===== config.mk =====
export PLATFORM = sky130hd
export DESIGN_NAME = next_pc_unit
export DESIGN_NICKNAME = d
export VERILOG_FILES = /design/src/rtl/next_pc_unit.sv
export SDC_FILE = /design/constraint.sdc
export NUM_CORES = 1
export LEC_CHECK = 0
export CORE_UTILIZATION = 44
export DETAILED_ROUTE_END_ITERATION = 8
export PLACE_DENSITY = 0.87
export SYNTH_ARGS = -nofsm -noshare
export SYNTH_HDL_FRONTEND = slang
export SYNTH_SLANG_ARGS = --single-unit

===== constraint.sdc =====
create_clock -name clock -period 3.46 [get_ports clock]
set_clock_uncertainty 0.05 [all_clocks]
set_input_delay 0.519 -clock clock [delete_from_list [all_inputs] [get_ports clock]]
set_output_delay 0.519 -clock clock [all_outputs]
set_load 0.05 [all_outputs]

===== src/rtl/next_pc_unit.sv =====
// rtl/next_pc_unit.sv - next fetch address with MIPS branch-delay-slot sequencing
module next_pc_unit #(
  parameter logic [31:0] RESET_PC   = 32'h80020000,
  parameter logic [31:0] EXC_VECTOR = 32'h80000180
) (
  input  logic        clock,
  input  logic        reset,
  input  logic [31:0] currentpc,
  input  logic        stall,
  input  logic        branch_valid,
  input  logic        branch_taken,
  input  logic [31:0] branch_target,
  input  logic        jump_valid,
  input  logic [31:0] jump_target,
  input  logic        exception,
  output logic [31:0] nextpc,
  output logic        in_delay_slot,
  output logic        addr_error,
  output logic        slot_violation
);

  typedef enum logic {SEQ = 1'b0, DSLOT = 1'b1} state_t;

  state_t      state, state_d;
  logic [31:0] pend_target, pend_target_d;
  logic        addr_error_d, slot_violation_d;
  logic        redirect;
  logic [31:0] sel_target;
  logic [31:0] seq_pc;

  assign redirect      = jump_valid | (branch_valid & branch_taken);
  assign sel_target    = jump_valid ? jump_target : branch_target;
  assign seq_pc        = currentpc + 32'd4;
  assign in_delay_slot = (state == DSLOT);

  always_ff @(posedge clock) begin
    if (reset) begin
      state          <= SEQ;
      pend_target    <= '0;
      addr_error     <= 1'b0;
      slot_violation <= 1'b0;
    end else begin
      state          <= state_d;
      pend_target    <= pend_target_d;
      addr_error     <= addr_error_d;
      slot_violation <= slot_violation_d;
    end
  end

  always_comb begin
    state_d          = state;
    pend_target_d    = pend_target;
    addr_error_d     = 1'b0;
    slot_violation_d = slot_violation;
    nextpc           = seq_pc;
    if (reset) begin
      nextpc = RESET_PC;
    end else if (exception) begin
      nextpc        = EXC_VECTOR;
      state_d       = SEQ;
      pend_target_d = '0;
    end else if (stall) begin
      // Redirects seen during a stall are dropped; decode re-presents them.
      nextpc = currentpc;
    end else if (state == SEQ) begin
      nextpc = seq_pc;
      if (redirect) begin
        pend_target_d = sel_target & ~32'h3;
        state_d       = DSLOT;
        addr_error_d  = |sel_target[1:0];
      end
    end else begin
      nextpc  = pend_target;
      state_d = SEQ;
      if (redirect) begin
        slot_violation_d = 1'b1;
      end
    end
  end

endmodule


Word level (Yosys, flattened, before mapping):

Cells that the tools add are included.

* bitwise gates (word level): 6
* multiplexer cells: 7
* reduce and logical (&&, ||, !) cells: 5
* $add $sub $neg: 1

Operator list (count)
* two-way mux 32 bit: 5
* adder 32 x 3 -> 32 bit, second input constant: 1
* OR reduction 5 bit: 1
* inverter 1 bit: 4
* AND reduction 4 bit: 1
* OR reduction 2 bit: 2
* AND reduction 3 bit: 1
* two-way mux 1 bit: 2
* AND 1 bit: 1
* bitwise OR 1 bit: 1

* output and inout bits: 35
* bits in registers: 33
* input port bits: 103
* logic and storage cells: 23

Depth between registers and ports, before layout:

Gate-level depths: netlist of the first run.

* depth after elaboration: 5
* depth in mapped cells: 7
* mapped depth without buffers: 6

Least setup slack after synthesis of the first run:

OpenSTA, ideal clock, no wires.

* kind: input -> output
* from: input currentpc[2]
* to: output nextpc[24]
* required time: 2.891 ns
* stages on the path: 6
* data arrival time: 2.818 ns
* slack: 0.073 ns
* path buffers: 0
* cells stage by stage: ha_1 -> nand3_1 -> or4_4 -> or2_4 -> or3_1 -> a31oi_1

* longest elaborated chain between the ends: 5

Ends and longest elaborated chain
* start, declared: RTL line 8 `input logic [31:0] currentpc,`
* adder 32 x 3 -> 32 bit: RTL line 33 `assign seq_pc = currentpc + 32'd4;`
* two-way mux 32 bit: RTL line 65 `end else if (state == SEQ) begin`
* two-way mux 32 bit: RTL line 62 `end else if (stall) begin`
* two-way mux 32 bit: RTL line 58 `end else if (exception) begin`
* two-way mux 32 bit: RTL line 56 `if (reset) begin`
* end, declared: RTL line 16 `output logic [31:0] nextpc,`

Every way passes these cells.

Worst setup path in the final report of the first run:

Ends and elaborated chain as after synthesis.

==> flow_metrics.env, run 1 <==
export IMPL_drv_cap=0
export IMPL_worstMarginPinSlew_ns=0.512
export IMPL_synth_cell_types=49
export IMPL_cts_max_path_buffers=2
export IMPL_drc=0
export IMPL_top_layer="met4"
export IMPL_crit_type="in -> out"
export IMPL_wl_per_cell_um=17.6
export IMPL_wl_met3_um=916
export IMPL_dr_pass1_iters=5
export IMPL_cts_root_buf="clkbuf_8"
export IMPL_final_setup_viol_count=0
export IMPL_cts_tree="done"
export IMPL_yosysSeqAreaShare_pct=24.3
export IMPL_die_width_um=80.6
export IMPL_cts_sinks=33
export IMPL_synth_area_sq_um=2720
export IMPL_diodes=0
export IMPL_start_util_pct=45.6
export IMPL_yosysMostFrequentCell="nor2_1"
export IMPL_synth_top_cell_area_share_pct=24.3
export IMPL_fill_cells=428
export IMPL_die_area_sq_um=6490
export IMPL_numPortBuffers=137
export IMPL_num_rows=28
export IMPL_power_leakage_nw=1.87
export IMPL_synth_flop_cell="dfxtp_1"
export IMPL_grt_pass1_vias=3644
export IMPL_synth_seq_cells=33
export IMPL_ir_drop_mv=0.200
export IMPL_htreeDepth=2
export IMPL_fp_dieH_um=80.6
export IMPL_hold_violations=0
export IMPL_cts_buffers=5
export IMPL_min_period_over_period_pct=98.8
export IMPL_clkTransAtPathRegs_ns=0.06
export IMPL_route_met2_wl_mm=5.33
export IMPL_status="completed"
export IMPL_via_per_inst=6.14
export IMPL_vias=3695
export IMPL_area_growth_pct=77.6
export IMPL_synthTopCellsByCount="69 x nor2_1, 36 x mux2i_1, 33 x dfxtp_1, 32 x a211oi_1, 25 x clkbuf_1"
export IMPL_yosysTopAreaCell="dfxtp_1"
export IMPL_drive_above_1_share_pct=18.0
export IMPL_antenna_found_initial=0
export IMPL_endpoint_kind="primary output"
export IMPL_grt_max_degree=42
export IMPL_ant_nets=0
export IMPL_postSynthAreaPerCell_sq_um=7.33
export IMPL_dpl_cell_count=594
export IMPL_synth_edf_count=0
export IMPL_drt_met1_wl_mm=4.14
export IMPL_gp_congestion=0.970
export IMPL_crit_arrival_ns=2.85
export IMPL_cp_start_kind="input pin"
export IMPL_ioPinCount=138
export IMPL_postSynthCellCount=371
export IMPL_fmax_ghz=0.292
export IMPL_fin_cells=602
export IMPL_grt_first_pass_wirelength_mm=16.7
export IMPL_grt_use_total_pct=33.2
export IMPL_clkLatencyLatePin_ns=0.29
export IMPL_first_iter_violations=329
export IMPL_p_per_area_nw_per_um2=259
export IMPL_core_sq_um=5960
export IMPL_ctsHoldBuffers=0
export IMPL_totalWireLength_mm=10.6
export IMPL_critPathRequiredTime_ns=2.89
export IMPL_yosysWarnings=0
export IMPL_period_minus_slack_ns=3.42
export IMPL_synth_fp_nets=475
export IMPL_ys_async_sr_fraction_pct=0
export IMPL_post_dp_hpwl_mm=8.06
export IMPL_rsz0062_at_grt="true"
export IMPL_slew_headroom_pct=65.7
export IMPL_final_core_util_pct=81.1
export IMPL_min_path_type="reg -> reg"
export IMPL_overflow=0
export IMPL_critPathMaxFanout=4
export IMPL_synth_area_leaders="dfxtp_1 24%, mux2i_1 13%, nor2_1 9.5%"
export IMPL_drv_slew=0
export IMPL_nets=631
==> placed cells by master, fill, tap and decap left out, drive strengths merged, types with 2 or more instances in the layout <==
master	instances
clkdlybuf4s50	103
buf	75
nor2	69
mux2i	36
dfxtp	33
a211oi	32
a21oi	20
nand3	15
nand2	13
a22oi	13
nor3	11
a31oi	11
nand4	10
o21ai	9
and3	7
clkbuf	7
nor4	6
xnor2	5
o221ai	5
or3	5
inv	4
o22ai	4
a221oi	4
and4	3
or2	3
or4	3
o211ai	2
==> power by group <==
group,internal [mW],total [mW],switching [mW]
Sequential,0.395,0.405,0.00984
Combinational,0.275,0.544,0.269
Clock,0.158,0.301,0.143
Total,0.828,1.25,0.422
==> sequential cells by signal, indices dropped and copies added, names as in the netlist <==
register / flops
in_delay_slot: 1
pend_target: 30
addr_error: 1
slot_violation: 1
==> layer usage <==
metal / up-vias / global-route usage (%)
li1: 1737 / -
met1: 1723 / 39.2
met2: 208 / 58.6
met3: 27 / 6.70
met4: 0 / 12.0
met5: - / 0
==> worst max-delay path, stage by stage <==
cell and delay, ns:
clkdlybuf4s50_1 0.49, ha_2 0.20, nand3_2 0.09, or4_4 0.55
or2_4 0.28, or3_4 0.38, a31oi_4 0.19, buf_12 0.16
==> cells by family after synthesis <==
logic type	share of synthesized area [%]
AO/OA/AOI/OAI	28.0
AND/OR/NAND/NOR	27.3
flip-flops	24.3
XOR/XNOR	1.61
adder cells (fa/ha/maj)	0.460
multiplexers	13.3
buffers and inverters	5.11
==> repair_timing <==
item,4_1_cts,5_1_grt
endpoints found under the hold margin,0,0
endpoints found under the setup margin,1,5
pin swaps,2,3
setup buffers,0,1
gates resized for setup,2,6
==> path summary, 6_finish.rpt <==
path                                      from                            to  slack (ns)  depth (start not counted)
hold reg to reg   pend_target[17]$_SDFFE_PP0P_  pend_target[17]$_SDFFE_PP0P_        0.45                          2
hold / removal    pend_target[17]$_SDFFE_PP0P_  pend_target[17]$_SDFFE_PP0P_        0.45                          2
setup / recovery                  currentpc[2]                    nextpc[24]        0.04                          8
setup reg to reg    in_delay_slot$_SDFFE_PP0N_  pend_target[18]$_SDFFE_PP0P_        1.72                          5
==> per-stage QoR <==
stage / TNS, ns / cell area, sq um / hold WS, ns / total power, mW / setup slack [ns]
floorplan: 0 / 2720 / 0.424 / 0.649 / 0.0731
global placement: -0.0442 / 4690 / 0.401 / 0.937 / -0.0442
detailed placement: -0.0724 / 4690 / 0.442 / 0.949 / -0.0724
CTS: 0 / 4790 / 0.451 / 1.24 / 0.00504
global route: -0.0484 / 4830 / 0.472 / 1.30 / -0.0301
finish: 0 / 4830 / 0.454 / 1.25 / 0.0410
==> cell type report <==
| class | count | area, sq um | area share, % |
|---|---|---|---|
| clock buffers | 7 | 86.3 | 1.79 |
| well taps | 75 | 93.8 | 1.94 |
| repair buffers | 179 | 2000 | 41.5 |
| flip-flops and latches | 33 | 661 | 13.7 |
| multi-input cells | 303 | 1960 | 40.7 |
| inverters | 5 | 18.8 | 0.389 |
(Power assumes the default switching activity.)
==> run 2: changes to the inputs <==
--- a/config.mk
+++ b/config.mk
@@ -8,6 +8,7 @@
 export CORE_UTILIZATION = 44
 export DETAILED_ROUTE_END_ITERATION = 8
 export PLACE_DENSITY = 0.87
+export SLEW_MARGIN = 20
 export SYNTH_ARGS = -nofsm -noshare
 export SYNTH_HDL_FRONTEND = slang
 export SYNTH_SLANG_ARGS = --single-unit
==> results of run 2 <==
Same layout as run 1: the final DEF is identical, and so are final timing and power.
